## config.mk

```make
export PLATFORM = sky130hd
export DESIGN_NAME = reorder_buffer
export DESIGN_NICKNAME = d
export VERILOG_FILES = /design/src/rtl/reorder_buffer_pkg.sv /design/src/rtl/reorder_buffer_rob_ptr_ctrl.sv /design/src/rtl/reorder_buffer.sv
export SDC_FILE = /design/constraint.sdc
export NUM_CORES = 2
export LEC_CHECK = 0
export ABC_AREA = 1
export ABC_CLOCK_PERIOD_IN_PS = 78300
export CAP_MARGIN = 10
export CORE_ASPECT_RATIO = 0.75
export CORE_MARGIN = 2
export CORE_UTILIZATION = 35
export CTS_BUF_LIST = sky130_fd_sc_hd__clkbuf_4 sky130_fd_sc_hd__clkbuf_8
export DETAILED_ROUTE_END_ITERATION = 7
export PLACE_DENSITY = 0.56
export SLEW_MARGIN = 5
export SYNTH_ARGS = -nofsm -noshare
export SYNTH_HDL_FRONTEND = slang
export SYNTH_SLANG_ARGS = --single-unit
```

## constraint.sdc

```tcl
create_clock -name clk_in -period 78.3 [get_ports clk_in]
set_clock_uncertainty 0.05 [all_clocks]
set_input_delay 15.66 -clock clk_in [delete_from_list [all_inputs] [get_ports clk_in]]
set_output_delay 15.66 -clock clk_in [all_outputs]
set_load 0.01 [all_outputs]
```

## src/rtl/reorder_buffer_pkg.sv

```systemverilog
// ---------------------------------------------------------------------------
// reorder_buffer_pkg
// Shared ROB definitions reused by the register file, dispatcher and
// reservation stations: tag width, the reserved "no dependency" tag, the
// ROB entry layout and the tag <-> index conversions (tag = index + 1).
// ---------------------------------------------------------------------------
package reorder_buffer_pkg;

  localparam int TAG_W = 5;
  localparam logic [TAG_W-1:0] NO_TAG = '0;

  typedef struct packed {
    logic             busy;
    logic             ready;
    logic [4:0]       rd;
    logic             is_branch;
    logic             mispredict;
    logic [31:0]      value;
    logic [31:0]      target_pc;
  } rob_entry_t;

  function automatic logic [TAG_W-1:0] tag_to_idx(input logic [TAG_W-1:0] tag);
    return tag - TAG_W'(1);
  endfunction

  function automatic logic [TAG_W-1:0] idx_to_tag(input logic [TAG_W-1:0] idx);
    return idx + TAG_W'(1);
  endfunction

endpackage

```

## src/rtl/reorder_buffer_rob_ptr_ctrl.sv

```systemverilog
// ---------------------------------------------------------------------------
// reorder_buffer_rob_ptr_ctrl
// Head/tail/count bookkeeping for the circular reorder buffer. Pointers wrap
// naturally modulo DEPTH (power of two). A flush returns everything to zero
// and takes priority over any push/pop on the same edge.
//   i_clk, i_rst   : clock, asynchronous active-high reset
//   i_push, i_pop  : one entry allocated / retired this edge (already gated)
//   i_flush        : mispredict retire, empty the buffer
//   o_head, o_tail : current head / tail indices
//   o_full         : count == DEPTH
// ---------------------------------------------------------------------------
module reorder_buffer_rob_ptr_ctrl #(
  parameter int DEPTH = 16,
  parameter int IDX_W = 4
) (
  input  logic             i_clk,
  input  logic             i_rst,
  input  logic             i_push,
  input  logic             i_pop,
  input  logic             i_flush,
  output logic [IDX_W-1:0] o_head,
  output logic [IDX_W-1:0] o_tail,
  output logic             o_full
);

  logic [IDX_W-1:0] r_head;
  logic [IDX_W-1:0] r_tail;
  logic [IDX_W:0]   r_count;

  always_ff @(posedge i_clk or posedge i_rst) begin
    if (i_rst) begin
      r_head  <= '0;
      r_tail  <= '0;
      r_count <= '0;
    end else if (i_flush) begin
      r_head  <= '0;
      r_tail  <= '0;
      r_count <= '0;
    end else begin
      if (i_pop)  r_head <= r_head + 1'b1;
      if (i_push) r_tail <= r_tail + 1'b1;
      case ({i_push, i_pop})
        2'b10:   r_count <= r_count + 1'b1;
        2'b01:   r_count <= r_count - 1'b1;
        default: r_count <= r_count;
      endcase
    end
  end

  assign o_head = r_head;
  assign o_tail = r_tail;
  assign o_full = (r_count == (IDX_W+1)'(DEPTH));

endmodule

```

## src/rtl/reorder_buffer.sv

```systemverilog
// ---------------------------------------------------------------------------
// reorder_buffer
// Circular reorder buffer: allocates rename tags (index + 1) in program
// order, captures CDB write-backs, retires at most one entry per cycle in
// order and drives the commit / rollback interface. Two combinational
// operand query ports serve the dispatcher.
// Optional feature: define ROB_CDB_BYPASS_EN to let queries see a
// same-cycle CDB result for a busy entry.
//   clk_in, rst_in, rdy_in          : clock, async active-high reset, enable
//   alloc_*                         : dispatcher allocation request / next tag / full
//   wb_*                            : CDB result broadcast
//   query_tag*/ready*/value*        : operand lookups (tag 0 = none)
//   commit_*                        : registered retire pulse and fields
//   rollback_flag / rollback_pc     : registered flush pulse and redirect PC
// ---------------------------------------------------------------------------
module reorder_buffer
  import reorder_buffer_pkg::*;
#(
  parameter int DEPTH = 16,
  parameter int IDX_W = 4
) (
  input  logic             clk_in,
  input  logic             rst_in,
  input  logic             rdy_in,
  input  logic             alloc_en,
  input  logic [4:0]       alloc_rd,
  input  logic             alloc_is_branch,
  output logic [TAG_W-1:0] alloc_tag,
  output logic             full,
  input  logic             wb_en,
  input  logic [TAG_W-1:0] wb_tag,
  input  logic [31:0]      wb_value,
  input  logic             wb_mispredict,
  input  logic [31:0]      wb_target_pc,
  input  logic [TAG_W-1:0] query_tag1,
  input  logic [TAG_W-1:0] query_tag2,
  output logic             query_ready1,
  output logic             query_ready2,
  output logic [31:0]      query_value1,
  output logic [31:0]      query_value2,
  output logic             commit_flag,
  output logic [4:0]       commit_rd,
  output logic [TAG_W-1:0] commit_tag,
  output logic [31:0]      commit_value,
  output logic             rollback_flag,
  output logic [31:0]      rollback_pc
);

  rob_entry_t       r_ent [DEPTH];
  logic             r_commit_flag;
  logic [4:0]       r_commit_rd;
  logic [TAG_W-1:0] r_commit_tag;
  logic [31:0]      r_commit_value;
  logic             r_rollback_flag;
  logic [31:0]      r_rollback_pc;

  logic [IDX_W-1:0] w_head;
  logic [IDX_W-1:0] w_tail;
  logic             w_full;
  rob_entry_t       w_head_ent;
  logic             w_pop;
  logic             w_flush;
  logic             w_push;
  logic [IDX_W-1:0] w_wb_idx;
  logic             w_wb_hit;
  logic [TAG_W-1:0] w_q_tag   [2];
  logic [IDX_W-1:0] w_q_idx   [2];
  logic             w_q_ready [2];
  logic [31:0]      w_q_value [2];

  assign w_head_ent = r_ent[w_head];
  assign w_pop      = rdy_in & w_head_ent.busy & w_head_ent.ready;
  assign w_flush    = w_pop & w_head_ent.is_branch & w_head_ent.mispredict;
  // r_rollback_flag doubles as rollback_pending: no allocation in the flush cycle
  assign w_push     = rdy_in & alloc_en & ~w_full & ~r_rollback_flag;

  assign w_wb_idx = IDX_W'(tag_to_idx(wb_tag));
  assign w_wb_hit = rdy_in & wb_en & (wb_tag != NO_TAG) & (wb_tag <= TAG_W'(DEPTH))
                    & r_ent[w_wb_idx].busy;

  reorder_buffer_rob_ptr_ctrl #(
    .DEPTH (DEPTH),
    .IDX_W (IDX_W)
  ) u_ptr (
    .i_clk   (clk_in),
    .i_rst   (rst_in),
    .i_push  (w_push),
    .i_pop   (w_pop),
    .i_flush (w_flush),
    .o_head  (w_head),
    .o_tail  (w_tail),
    .o_full  (w_full)
  );

  // Order matters: write-back, then retire clears busy, then allocation,
  // then a flush wipes every busy bit (discarding a same-edge allocation).
  always_ff @(posedge clk_in or posedge rst_in) begin
    if (rst_in) begin
      for (int unsigned i = 0; i < DEPTH; i++) r_ent[i] <= '0;
      r_commit_flag   <= 1'b0;
      r_commit_rd     <= '0;
      r_commit_tag    <= '0;
      r_commit_value  <= '0;
      r_rollback_flag <= 1'b0;
      r_rollback_pc   <= '0;
    end else if (!rdy_in) begin
      // pulses must not reappear when the enable returns
      r_commit_flag   <= 1'b0;
      r_rollback_flag <= 1'b0;
    end else begin
      r_commit_flag   <= w_pop;
      r_rollback_flag <= w_flush;
      if (w_pop) begin
        r_commit_rd    <= w_head_ent.rd;
        r_commit_tag   <= idx_to_tag(TAG_W'(w_head));
        r_commit_value <= w_head_ent.value;
      end
      if (w_flush) r_rollback_pc <= w_head_ent.target_pc;
      if (w_wb_hit) begin
        r_ent[w_wb_idx].ready      <= 1'b1;
        r_ent[w_wb_idx].value      <= wb_value;
        r_ent[w_wb_idx].mispredict <= wb_mispredict;
        r_ent[w_wb_idx].target_pc  <= wb_target_pc;
      end
      if (w_pop) r_ent[w_head].busy <= 1'b0;
      if (w_push) begin
        r_ent[w_tail] <= '{busy: 1'b1, ready: 1'b0, rd: alloc_rd,
                           is_branch: alloc_is_branch, mispredict: 1'b0,
                           value: '0, target_pc: '0};
      end
      if (w_flush) begin
        for (int unsigned i = 0; i < DEPTH; i++) r_ent[i].busy <= 1'b0;
      end
    end
  end

  assign w_q_tag[0] = query_tag1;
  assign w_q_tag[1] = query_tag2;
  assign w_q_idx[0] = IDX_W'(tag_to_idx(query_tag1));
  assign w_q_idx[1] = IDX_W'(tag_to_idx(query_tag2));

  always_comb begin
    for (int unsigned p = 0; p < 2; p++) begin
      w_q_ready[p] = 1'b0;
      w_q_value[p] = '0;
      if ((w_q_tag[p] != NO_TAG) && (w_q_tag[p] <= TAG_W'(DEPTH))) begin
        if (r_ent[w_q_idx[p]].busy && r_ent[w_q_idx[p]].ready) begin
          w_q_ready[p] = 1'b1;
          w_q_value[p] = r_ent[w_q_idx[p]].value;
        end
`ifdef ROB_CDB_BYPASS_EN
        if (wb_en && (w_q_tag[p] == wb_tag) && r_ent[w_q_idx[p]].busy) begin
          w_q_ready[p] = 1'b1;
          w_q_value[p] = wb_value;
        end
`endif
      end
    end
  end

  assign query_ready1  = w_q_ready[0];
  assign query_value1  = w_q_value[0];
  assign query_ready2  = w_q_ready[1];
  assign query_value2  = w_q_value[1];

  assign alloc_tag     = idx_to_tag(TAG_W'(w_tail));
  assign full          = w_full;
  assign commit_flag   = r_commit_flag & rdy_in;
  assign commit_rd     = r_commit_rd;
  assign commit_tag    = r_commit_tag;
  assign commit_value  = r_commit_value;
  assign rollback_flag = r_rollback_flag & rdy_in;
  assign rollback_pc   = r_rollback_pc;

endmodule
```

==> parameters.txt <==
Parameter                              Value

CTS
  CTS tree    yes
  Number of post-CTS setup repair buffers    0
  Resized Gates After CTS    0
  Number of H-tree levels    4
  Largest buffer count on any clock path    4
  Total CTS buffers    223
  CTS Root Buffer Type    sky130_fd_sc_hd__clkbuf_8
  Clock slew at the register clock pins of the worst setup and hold paths    60 ps
  Insertion delay of the later-clocked pin in the worst-skew pair    1070 ps
  CTS Hold Bufs    0
  Total number of clock tree sinks    1257

Place
  Total half-perimeter wirelength after legalization and detailed placement    240 mm
  Final weighted congestion in routability-driven placement    between 0.9 and 1
  Port buffer count    around 240
  Post-placement worst setup slack    41810 ps

Critical path
  Maximum fanout along the worst path    137
  End of the worst register-to-register path    u_ptr.r_count[4]$_DFFE_PP0P_
  Kind of launch point of the worst setup path    input port
  WS Path Type    input port to output port
  Cell family with the largest share of critical-path delay    buffers and inverters
  Critical path arrival    21110 ps
  Endpoint class of the critical path    output port
  Worst path required time    approximately 63000 ps
  Path depth of the worst reg2reg path    22
  Slowest stage delay, CP    between 700 and 800 ps
  Setup slack, reg-to-reg    70730 ps
  Worst flop-to-flop path startpoint    u_ptr.o_head[0]$_DFFE_PP0P_
  WP buf/inv    5
  Master of the slowest instance on the critical path    sky130_fd_sc_hd__clkinv_2
  Worst-path cell chain    buf_8 > inv_8 > ha_4 > xnor2_2 > clkinv_2 > buf_4 > nand2_1 > nand2_1 > nand2_1 > nand2_1 > nor2_1 > nand2_2 > nor2_1 > clkdlybuf4s50_1
  Top cell by count, worst path    sky130_fd_sc_hd__nand2_1

Routing
  Post-route met1 wirelength    about 170 mm
  Length of the first detailed-routing pass in iterations    8
  Antenna Nets Post-Route    0
  Top routing layer in use    met5
  Met3 wire len    60.2 mm
  Via/cell ratio    5.67
  Total wirelength of the detailed-routed design    around 430 mm
  Met2 wire len    about 170 mm
  Post-route DRC violation count    20
  Via Count    approximately 94000
  Initial drt markers    15300
  Detail-routed net length per standard cell    25.9 um

Synth
  Gate Count Post-Synth    13600
  Synth cell count leaders    4344 x sky130_fd_sc_hd__nand2_1, 1790 x sky130_fd_sc_hd__a21oi_1, 1516 x sky130_fd_sc_hd__o21ai_0
  Number of different library cells in the post-synthesis netlist    40
  Syn Nets    between 10000 and 15000
  Top post-synthesis cells by area    sky130_fd_sc_hd__dfrtp_1 37%, sky130_fd_sc_hd__nand2_1 19%, sky130_fd_sc_hd__a21oi_1 11%, sky130_fd_sc_hd__o21ai_0 8.9%, sky130_fd_sc_hd__nand3_1 6.9%
  Fraction of registers with async set/reset    100%
  Sequential share of the synthesized area    a little under two fifths
  Post-Syn Area per Cell    6.26 um2
  Synth Cell Area    85300 um2
  Number of synthesized flops with an enable pin    0
  Biggest area consumer among synthesized cells    sky130_fd_sc_hd__dfrtp_1
  Flops & latches, synth    1257
  Most frequently used flop master after synthesis    sky130_fd_sc_hd__dfrtp_1
  Share of the synthesized area in the top cell type    between 30% and 40%
  Most used standard cell by instance count after synthesis    sky130_fd_sc_hd__nand2_1
  Yosys Warn Count    0

STA
  Pins Over Slew Limit    0
  # setup viols final    0
  Final Hold Vio Count    0
  Setup slack after layout    41480 ps
  Fmax    27.2 MHz
  Period utilization    47.0%
  Sum of negative setup slack    0 ps
  Min Tclk post-route    36820 ps
  Worst Tran Pin Value    1350 ps
  Relative max-transition margin    9.90%
  Unrepaired setup endpoints after global routing    no

Power and ir drop
  Combinational share of power    48.8%
  Internal power    around 0.0018 W
  Peak supply drop    20.7 uV
  Leakage power figure    49.5 nW
  Share of power burned in registers    between 30% and 40%
  Power Density    38.0 nW/um2
  Switch Pwr    0.00171 W
  Part of the power in the clock network    19.1%
  Switching part of the total power    48.3%

Run status
  Violated checks    DRC
  Outcome    finished with violations

Global routing
  Number of global-route vias before repair    ~82000
  Pin count of the biggest net entering global routing    171
  Number of antenna violations at the first check in global routing    49
  First-pass GRT wire length    613 mm
  Overflow left after global routing    0
  GR Util All Layers    roughly 33%

Final layout
  Number of nets in the layout    13200
  Fraction of layout instances using a drive strength above 1    5.31%
  Area Growth Syn to Fin    9.46%

Floorplanning
  Vertical die dimension    roughly 430 um
  I/O pin total    about 240
  Number of standard-cell rows in the floorplan    156
  Effective utilization at floorplan    35.3%
  Die ar.    248000 um2
  CORE AREA    around 240000 um2
  Die X    between 500 and 600 um

Worst hold path
  HP Start    commit_rd[1]$_DFFE_PP0P_
  Hold Crit Class    register to register
  Hold path depth    2
  Endpoint of the worst hold path    commit_rd[1]$_DFFE_PP0P_

Run
  Max-cap violation count    0
[state kept, by name, indices dropped and copies added (netlist names)]
register	count
r_ent	1168
commit_value	32
rollback_pc	32
commit_rd	5
commit_tag	5
u_ptr.r_count	5
u_ptr.o_head	4
u_ptr.o_tail	4
r_commit_flag	1
r_rollback_flag	1
[worst min-delay path, delay by kind of cell (launching register included)]
kind	cells	cell delay [ps]
AND/OR/NAND/NOR	2	100
flip-flops	1	340
[logic make-up (layout without fill, tap and decap cells)]
group,after synthesis,in the layout,synth area share [%]
other,0,13,0
AOI/OAI and AO/OA,3391,3391,20.1
buffers and inverters,2427,2091,11.9
adders and majority gates,22,22,0.332
xor gates and xnor gates,13,13,0.142
DFF,1257,1257,36.9
and+or+nand+nor,6520,6520,30.7
[layout make-up]
| type | count | area, um2 |
|---|---|---|
| diodes | 13 | 32.5 |
| clock buffers | 353 | 4350 |
| clock inverters | 30 | 235 |
| fillers | 26100 | 148000 |
| inverters | 1268 | 4820 |
| multi-input cells | 9946 | 44300 |
| flip-flops and latches | 1257 | 31500 |
| well taps | 3239 | 4050 |
| repair buffers | 440 | 4070 |
[placed cells by master (no fill, tap or decap), types with 3 or more instances in the layout]
master	instances
sky130_fd_sc_hd__a21oi_1	1790
sky130_fd_sc_hd__buf_12	13
sky130_fd_sc_hd__buf_4	189
sky130_fd_sc_hd__bufinv_16	3
sky130_fd_sc_hd__clkbuf_4	81
sky130_fd_sc_hd__clkbuf_8	272
sky130_fd_sc_hd__clkdlybuf4s50_1	236
sky130_fd_sc_hd__clkinv_1	4
sky130_fd_sc_hd__clkinv_2	26
sky130_fd_sc_hd__clkinvlp_4	4
sky130_fd_sc_hd__dfrtp_1	1255
sky130_fd_sc_hd__diode_2	13
sky130_fd_sc_hd__ha_1	19
sky130_fd_sc_hd__inv_1	1238
sky130_fd_sc_hd__inv_2	14
sky130_fd_sc_hd__inv_8	6
sky130_fd_sc_hd__nand2_1	4325
sky130_fd_sc_hd__nand2_2	10
sky130_fd_sc_hd__nand2_4	15
sky130_fd_sc_hd__nand3_1	1158
sky130_fd_sc_hd__nand3_4	21
sky130_fd_sc_hd__nand4_1	45
sky130_fd_sc_hd__nor2_1	905
sky130_fd_sc_hd__nor2_4	34
sky130_fd_sc_hd__o211ai_1	14
sky130_fd_sc_hd__o21ai_0	1516
sky130_fd_sc_hd__o21ai_1	26
sky130_fd_sc_hd__o22ai_1	7
sky130_fd_sc_hd__o31ai_1	32
sky130_fd_sc_hd__xnor2_2	3
sky130_fd_sc_hd__xor2_1	8
[per-stage QoR]
stage	cells	power [W]	utilization, %	hold slack (ps)	instance area [um2]
2_1_floorplan	13600	0.00226	-	398	85300
3_3_place_gp	16200	0.00280	36.7	410	88700
3_5_place_dp	16200	0.00281	36.7	416	88700
4_1_cts	16500	0.00349	38.6	432	93300
5_1_grt	16500	0.00380	38.6	453	93400
6_report	16500	0.00355	38.6	428	93400
[worst max-delay path by stage]
stage / endpoint / start / cells after the start
finish: query_value1[31] / query_tag1[0] / 14
global route: query_value1[31] / query_tag1[0] / 14
CTS: query_value1[31] / query_tag1[0] / 14
detailed placement: query_value1[31] / query_tag1[0] / 14
global placement: query_value1[31] / query_tag1[0] / 14
floorplan: commit_rd[0]$_DFFE_PP0P_ / rst_in / 1
[power by group through the flow]
stage / combinational (W) / sequential [W] / clock (W)
2_1_floorplan: 0.00117 / 0.00109 / 0
3_3_place_gp: 0.00166 / 0.00114 / 0
3_5_place_dp: 0.00167 / 0.00114 / 0
4_1_cts: 0.00168 / 0.00113 / 0.000678
5_1_grt: 0.00192 / 0.00117 / 0.000706
6_report: 0.00173 / 0.00114 / 0.000678
[metal layers]
layer | global-route usage, % | vias to the layer above
li1 | - | 42600
met1 | 45.7 | 43500
met2 | 47.8 | 6609
met3 | 10.2 | 1194
met4 | 16.0 | 42
met5 | 0 | -
Power figures use the tool's default switching activity.
